--- src/rtl/hpdl_term_ctrl.sv ---
// HPDL-1414 terminal controller: a command FSM turns a byte stream into a character buffer,
// and a free-running refresh engine scans that buffer onto NUM_MODULES displays with a caret.
module hpdl_term_ctrl #(
   parameter int         NUM_MODULES = 4,
   parameter int         CLK_DIV     = 1024,
   parameter int         BLINK_DIV   = 4194304,
   parameter bit         SCROLL_EN   = 1'b1,
   parameter bit         CARET_EN    = 1'b1,
   parameter logic [6:0] CARET_CHAR  = 7'h5F,
   localparam int        DEPTH       = 4 * NUM_MODULES,
   localparam int        CW          = $clog2(DEPTH + 1)
) (
   input  logic                   CLK,
   input  logic                   RST,
   input  logic [7:0]             IN_DATA,
   input  logic                   IN_VALID,
   output logic                   IN_READY,
   output logic [6:0]             HPDL_D,
   output logic [1:0]             HPDL_A,
   output logic [NUM_MODULES-1:0] HPDL_WR_N,
   output logic [CW-1:0]          CURSOR
);
   localparam int AW = $clog2(DEPTH);
   localparam int MW = (NUM_MODULES > 1) ? $clog2(NUM_MODULES) : 1;
   localparam int SW = $clog2(2 * CLK_DIV);
   localparam int BW = $clog2(BLINK_DIV);

   localparam logic [6:0]    SPACE    = 7'h20;
   localparam logic [AW-1:0] LAST_IDX = AW'(DEPTH - 1);
   localparam logic [CW-1:0] END_POS  = CW'(DEPTH);
   localparam logic [SW-1:0] SLOT_END = SW'(2 * CLK_DIV - 1);
   localparam logic [SW-1:0] HALF_POS = SW'(CLK_DIV);
   localparam logic [BW-1:0] BLINK_END = BW'(BLINK_DIV - 1);

   typedef enum logic [1:0] {
      S_IDLE,
      S_CLEAR,
      S_SCROLL
   } state_e;

   state_e          state_q, state_d;
   logic [AW-1:0]   idx_q, idx_d;
   logic [CW-1:0]   cursor_q, cursor_d;
   logic [6:0]      pend_q, pend_d;

   logic [6:0]      mem [DEPTH];
   logic            mem_we;
   logic [AW-1:0]   mem_waddr;
   logic [6:0]      mem_wdata;

   logic [7:0]      mapped;
   logic            printable;

   logic [SW-1:0]   slot_cnt_q, slot_cnt_d;
   logic [AW-1:0]   place_q, place_d;
   logic [BW-1:0]   blink_cnt_q, blink_cnt_d;
   logic            blink_q, blink_d;
   logic [6:0]      d_q, d_d;
   logic [1:0]      a_q, a_d;
   logic [NUM_MODULES-1:0] wr_n_q, wr_n_d;
   logic            slot_end;
   logic            blink_end;
   logic [MW-1:0]   mod_idx;

   // NOTE: every signal written here gets a default first so no latch can be inferred.
   always_comb begin
      mapped    = (IN_DATA >= 8'h61 && IN_DATA <= 8'h7A) ? IN_DATA - 8'h20 : IN_DATA;
      printable = (mapped >= 8'h20) && (mapped <= 8'h5F);
      state_d   = state_q;
      idx_d     = idx_q;
      cursor_d  = cursor_q;
      pend_d    = pend_q;
      mem_we    = 1'b0;
      mem_waddr = idx_q;
      mem_wdata = SPACE;

      case (state_q)
         S_IDLE: begin
            if (IN_VALID) begin
               if (printable) begin
                  if (cursor_q < END_POS) begin
                     mem_we    = 1'b1;
                     mem_waddr = cursor_q[AW-1:0];
                     mem_wdata = mapped[6:0];
                     cursor_d  = cursor_q + CW'(1);
                  end else if (SCROLL_EN) begin
                     pend_d  = mapped[6:0];
                     idx_d   = '0;
                     state_d = S_SCROLL;
                  end
               end else begin
                  case (mapped)
                     8'h08: begin
                        if (cursor_q != '0) begin
                           cursor_d  = cursor_q - CW'(1);
                           mem_we    = 1'b1;
                           mem_waddr = cursor_d[AW-1:0];
                        end
                     end
                     8'h0D: cursor_d = '0;
                     8'h0C: begin
                        idx_d   = '0;
                        state_d = S_CLEAR;
                     end
                     default: ;
                  endcase
               end
            end
         end
         S_CLEAR: begin
            mem_we   = 1'b1;
            cursor_d = '0;
            if (idx_q == LAST_IDX) begin
               idx_d   = '0;
               state_d = S_IDLE;
            end else begin
               idx_d = idx_q + AW'(1);
            end
         end
         S_SCROLL: begin
            // Each step reads the right neighbour before it is itself overwritten next cycle.
            mem_we = 1'b1;
            if (idx_q == LAST_IDX) begin
               mem_wdata = pend_q;
               idx_d     = '0;
               state_d   = S_IDLE;
            end else begin
               mem_wdata = mem[idx_q + AW'(1)];
               idx_d     = idx_q + AW'(1);
            end
         end
         default: state_d = S_CLEAR;
      endcase
   end

   // NOTE: sequential state uses non-blocking assignments so all flops update together.
   always_ff @(posedge CLK) begin
      if (RST) begin
         state_q  <= S_CLEAR;
         idx_q    <= '0;
         cursor_q <= '0;
         pend_q   <= SPACE;
      end else begin
         state_q  <= state_d;
         idx_q    <= idx_d;
         cursor_q <= cursor_d;
         pend_q   <= pend_d;
      end
   end

   // NOTE: the character store has no reset; the CLEAR pass after reset initialises it.
   always_ff @(posedge CLK) begin
      if (mem_we && !RST) begin
         mem[mem_waddr] <= mem_wdata;
      end
   end

   always_comb begin
      slot_end    = (slot_cnt_q == SLOT_END);
      slot_cnt_d  = slot_end ? '0 : slot_cnt_q + SW'(1);
      place_d     = place_q;
      if (slot_end) begin
         place_d = (place_q == LAST_IDX) ? '0 : place_q + AW'(1);
      end
      blink_end   = (blink_cnt_q == BLINK_END);
      blink_cnt_d = blink_end ? '0 : blink_cnt_q + BW'(1);
      blink_d     = blink_q ^ blink_end;
      mod_idx     = MW'(place_d >> 2);

      // Bus values are latched once per slot so they stay stable around the strobe.
      d_d = d_q;
      a_d = a_q;
      if (slot_end) begin
         a_d = 2'd3 - place_d[1:0];
         if (CARET_EN && blink_q && (cursor_q == CW'(place_d))) begin
            d_d = CARET_CHAR;
         end else begin
            d_d = mem[place_d];
         end
      end

      wr_n_d = '1;
      if (slot_cnt_d >= HALF_POS) begin
         wr_n_d[mod_idx] = 1'b0;
      end
   end

   // Reset bus value 0x20 doubles as the first slot's (still blank) place-0 contents.
   always_ff @(posedge CLK) begin
      if (RST) begin
         slot_cnt_q  <= '0;
         place_q     <= '0;
         blink_cnt_q <= '0;
         blink_q     <= 1'b0;
         d_q         <= SPACE;
         a_q         <= 2'b11;
         wr_n_q      <= '1;
      end else begin
         slot_cnt_q  <= slot_cnt_d;
         place_q     <= place_d;
         blink_cnt_q <= blink_cnt_d;
         blink_q     <= blink_d;
         d_q         <= d_d;
         a_q         <= a_d;
         wr_n_q      <= wr_n_d;
      end
   end

   assign IN_READY  = (state_q == S_IDLE);
   assign HPDL_D    = d_q;
   assign HPDL_A    = a_q;
   assign HPDL_WR_N = wr_n_q;
   assign CURSOR    = cursor_q;

endmodule

--- config.mk ---
export PLATFORM = sky130hd
export DESIGN_NAME = hpdl_term_ctrl
export DESIGN_NICKNAME = d
export VERILOG_FILES = /design/src/rtl/hpdl_term_ctrl.sv
export SDC_FILE = /design/constraint.sdc
export NUM_CORES = 1
export LEC_CHECK = 0
export CORE_ASPECT_RATIO = 1.25
export CORE_MARGIN = 5
export CORE_UTILIZATION = 35
export DETAILED_ROUTE_END_ITERATION = 6
export PLACE_DENSITY = 0.6
export REMOVE_ABC_BUFFERS = 1
export SYNTH_ARGS = -nofsm -noshare
export SYNTH_HDL_FRONTEND = slang
export SYNTH_SLANG_ARGS = --single-unit
--- constraint.sdc ---
create_clock -name CLK -period 4.4 [get_ports CLK]
set_input_delay 0.88 -clock CLK [delete_from_list [all_inputs] [get_ports CLK]]
set_output_delay 0.88 -clock CLK [all_outputs]
set_load 0.005 [all_outputs]
**After elaboration in Yosys (flattened, before gate mapping)**

Memory sizes are Yosys's and may differ from the RTL's.
Cells that the tools add are included.

- Register bits: 69
- Memory bits (writable): 112
- Input bits: 11
- Memories kept: 1

- $add $sub $neg: 8
- Order comparisons: 8
- Eq/ne operators: 17
- Multiplexer cells: 44
- Bitwise logic cells: 4
- Reduce and logical (&&, ||, !) cells: 17

Memory list:

| name | words | width | rd ports | clocked after Yosys merged registers in | wr ports | RTL line | RTL |
|---|---|---|---|---|---|---|---|
| mem | 16 | 7 | 2 | 0 | 1 | 46 | `logic [6:0] mem [DEPTH];` |

Operators with widths:

| operator | count |
|---|---|
| two-way mux 4 bit | 13 |
| two-way mux 7 bit | 5 |
| equality test 8 x 4 -> 1 bit, second input constant | 3 |
| adder 22 x 1 -> 22 bit, second input constant | 1 |
| equality test 22 bit, second input constant | 1 |
| two-way mux 5 bit | 4 |
| one-hot mux 5 bit (2 select lines) | 2 |
| <= comparator 8 x 7 -> 1 bit, second input constant | 2 |
| one-hot mux 7 bit (2 select lines) | 1 |
| AND reduction 4 bit | 3 |
| adder 11 x 1 -> 11 bit, second input constant | 1 |
| equality test 11 bit, second input constant | 1 |
| >= comparator 11 bit, second input constant | 1 |
| two-way mux 11 bit | 1 |
| two-way mux 2 bit | 5 |
| adder 4 x 1 -> 4 bit, second input constant | 2 |
| equality test 4 bit, second input constant | 2 |
| >= comparator 8 x 6 -> 1 bit, second input constant | 1 |
| >= comparator 8 x 7 -> 1 bit, second input constant | 1 |
| two-way mux 1 bit | 8 |
| two-way mux 8 bit | 1 |
| one-hot mux 4 bit (2 select lines) | 1 |
| subtractor 8 x 6 -> 8 bit, second input constant | 1 |
| OR reduction 2 bit | 3 |
| 28 further kinds | 34 |

**Longest topological paths before layout**

- Depth in word-level cells: 11
- Mapped depth: 11
- Mapped depth without buffers: 9

**Worst setup path after synthesis**

No wires, ideal clock.

- Kind: input to register
- Start: in IN_DATA[5]
- End: mem mem[14][0], enable pin
- Setup time: 0.380 ns
- Arrival: 3.216 ns
- Data required time: 4.020 ns
- Slack: 0.803 ns
- Stages on the path: 8
- Buffers on the path: 0
- Path through: inv_1 > ha_1 > or3_4 > o32a_1 > a21oi_1 > o22ai_1 > or3_1 > nor3_1

- Word-level cells in the longest chain between the ends: 11
- Elaborated cells on any way between the ends: 20

Ends and longest elaborated chain:

| item | RTL line | RTL |
|---|---|---|
| start, declared | 15 | `input logic [7:0] IN_DATA,` |
| >= comparator 8 x 7 -> 1 bit / <= comparator 8 x 7 -> 1 bit (equally long branches) | 67 | `mapped = (IN_DATA >= 8'h61 && IN_DATA <= 8'h7A) ? IN_DATA - 8'h20 : IN_DATA;` |
| logical AND 1 bit | 67 |  |
| two-way mux 8 bit * | 67 |  |
| >= comparator 8 x 6 -> 1 bit, or another cell as far along | 68 | `printable = (mapped >= 8'h20) && (mapped <= 8'h5F);` |
| logical AND 1 bit / two-way mux 1 bit (equally long branches) | 68, 92 |  |
| two-way mux 1 bit | 80 | `if (printable) begin` |
| two-way mux 1 bit | 79 | `if (IN_VALID) begin` |
| one-hot mux 1 bit (2 select lines) | 77 | `case (state_q)` |
| logical AND 1 bit | 153 | `if (mem_we && !RST) begin` |
| two-way mux 1 bit | 153 |  |
| two-way mux 1 bit (not written as such) | 154 | `mem[mem_waddr] <= mem_wdata;` |
| end, declared | 46 |  |

Every way passes the cells marked *; elsewhere a longest branch is shown, timed or not.

**Worst setup path in the final report**

- Start: in IN_DATA[6]
- End: mem mem[1][2], enable pin

The elaborated chain is that of the path after synthesis.

==> out/qor.yml <==
finalSetupViolCount: 0
placed_area_um2: 9910
synth_edf_count: 112
slowest_stage: "nor2_1"
antenna_found_initial: 0
yosys.area.top_type: "edfxtp_1"
nFillCells: 2371
path_buf_inv: 2
holdBufCountCts: 0
multiInputGateArea_um2: 4050
crit_type: "primary input to flip-flop"
area_growth_pct: 16.5
synthesis.area_um2: 9020
cts_setup_buffers: 0
portBuffers: 29
tritoncts: "done"
synth_top_area_share_pct: 37.3
seq_area_um2: 4740
die_w_um: 154
root_buffer: "clkbuf_16"
wl_per_cell_um: 20.9
slew_violations: 0
cp_cell_sequence: "clkdlybuf4s50_1 > inv_1 > ha_1 > or3_4 > o32ai_4 > a21oi_1 > or2_2 > a21bo_2 > nor2_1"
crit_arrival_ps: 3750
grt_start_max_net_pins: 48
crit_path_start_kind: "primary input"
ys_types: 68
vias: 6541
fin_util_pct: 41.5
cts_resized: 0
first_pass_iters: 7
ys_ff_latch: 181
core-area_um2: 25300
die_h_um: 189
fin_nets: 849
htreeDepth: 4
worstRegToRegCells: 9
drc_errors: 0
tns_ps: 0
critical_path_required_ps: 4460
n_antenna_cell: 0
place_congestion: 0.944
syn_area_per_cell_um2: 11.7
clk_pin_slew_ps: 70
synth_cells: 774
grt_pass1_vias: 6595
cap_violations: 0
critPathMaxFanout: 7
ios: 30
fin_crit_sh_pct: 83.9
worst-slew-pin-transition_ps: 1080
hpwl_mm: 17.7
max-vdd-ir-drop_v: 0.000185
cts_inserted_buffers: 17
async_flop_share_pct: 0
crit_path_end_kind: "flip-flop"
yosys.cell_count.top_type: "edfxtp_1"
max_freq_ghz: 0.271
insertion_delay_ps: 430
yosysSeqAreaShare_pct: 52.6
leakagePower_nw: 3.63
hp-start: "blink_cnt_q[0]"
rr_endpoint: "HPDL_D[2]"
num_rows: 65
viasPerCell: 5.57
timing.reg2reg.setup_slack_ps: 1030
ys_top_cells_by_count: "edfxtp_1 (112), nor2_1 (77), dfxtp_1 (69)"
cpPeakStageDelay_ps: 530
p_total_mw: 4.16
crit_family: "simple AND/OR/NAND/NOR gates"
drive_above_1_share_pct: 15.0
die_area_um2: 29100
grt-ovfl-total: 0
finalWirelength_mm: 24.5
clock_skew_ps: 10.3
status: "completed"
start_util_pct: 35.7
hold_viol: 0
ant_nets: 0
worstHoldEndpoint: "blink_cnt_q[0]"
r2r_start: "slot_cnt_q[0]"
clk_path_buf_depth: 2
yosys_warnings: 0
maxSlewHeadroom_pct: 27.2
worstHoldPathType: "flip-flop to flip-flop"
min_period_ps: 3690
min_path_cells: 1
grt_pass1_wl_mm: 38.5
final_area_um2: 10500
ys.flop_type: "edfxtp_1"
powerDensity_nw_per_um2: 397
rsz0062_at_grt: "false"
drt_iter0_markers: 509
clock-sinks: 181
ys_top_cells_by_area: "edfxtp_1 (37%), dfxtp_1 (15%), mux4_2 (8.7%)"
grtUsageTotal_pct: 17.1
==> through the flow <==
step	hold WS (ps)	setup slack, ps	std cells
final	472	708	1174
after global routing	505	498	1174
after CTS	473	712	1174
after detailed placement	456	267	1142
after global placement	446	359	1142
after floorplan	426	335	735
==> cells by family (layout without fill, tap and decap cells) <==
logic type,after synthesis,count (layout),synth area share [%]
AOI/OAI and AO/OA,145,145,11.2
adders and majority gates,12,12,1.67
xor gates and xnor gates,40,40,3.89
and+or+nand+nor,251,251,13.5
buffers and inverters,57,122,2.53
DFF,181,181,52.6
muxes,88,88,14.6
==> worst max-delay path by stage <==
| stage | startpoint | to | depth (start not counted) |
|---|---|---|---|
| 2_1_floorplan | idx_q[0] | mem[0][5] | 5 |
| 3_3_place_gp | IN_DATA[6] | mem[3][0] | 9 |
| 3_5_place_dp | IN_DATA[6] | mem[1][2] | 9 |
| 4_1_cts | IN_DATA[6] | mem[1][3] | 9 |
| 5_1_grt | IN_DATA[6] | mem[1][2] | 10 |
| 6_report | IN_DATA[6] | mem[1][2] | 9 |
==> metal layers <==
metal  GRT usage (%)  up-vias  wire length, µm
met5               0        -                0
met4            7.48        0              986
met3            3.89       50             1650
met2            28.7      264            11900
met1            21.0     3181             9950
li1                -     3046                -
==> where the power goes <==
| group | leakage, nW | total [mW] | switching (mW) | internal (mW) |
|---|---|---|---|---|
| clock network | 0.300 | 1.53 | 0.683 | 0.849 |
| logic | 1.77 | 0.758 | 0.387 | 0.370 |
| registers | 1.56 | 1.88 | 0.0353 | 1.84 |
==> worst reg2reg max path: stages, from the launching register on <==
cell and delay (ps):
dfxtp_1 370, ha_1 250, nand4_2 210, o31ai_1 410, nand2_2 510, buf_4 390
mux2i_1 160, o22ai_1 100, nor4_1 620, a31oi_1 190
==> sequential cells by signal (all words and copies together) (netlist names) <==
name,cells
HPDL_D,7
slot_cnt_q,11
HPDL_A,2
state_q,2
CURSOR,5
idx_q,4
place_q,4
pend_q,7
blink_cnt_q,22
blink_q,1
mem,112
HPDL_WR_N,4
==> area by class of cell <==
cell class | instances | share of cell area (%)
inverters | 18 | 0.643
clock buffers | 23 | 4.94
well taps | 335 | 3.99
flip-flops and latches | 181 | 45.2
clock inverters | 9 | 0.739
multi-input cells | 536 | 38.6
repair buffers | 72 | 5.91
==> layout by cell type, fill, tap and decap left out, drive strengths merged, types with 22 or more instances in the layout <==
master / instances
edfxtp: 112
nor2: 77
dfxtp: 69
nand2: 66
mux2i: 53
buf: 44
a21oi: 42
mux4: 35
clkdlybuf4s50: 28
nand3: 24
inv: 24
xnor2: 23
clkbuf: 23
nor3: 22
No activity file was read; power rests on OpenSTA's default activity.
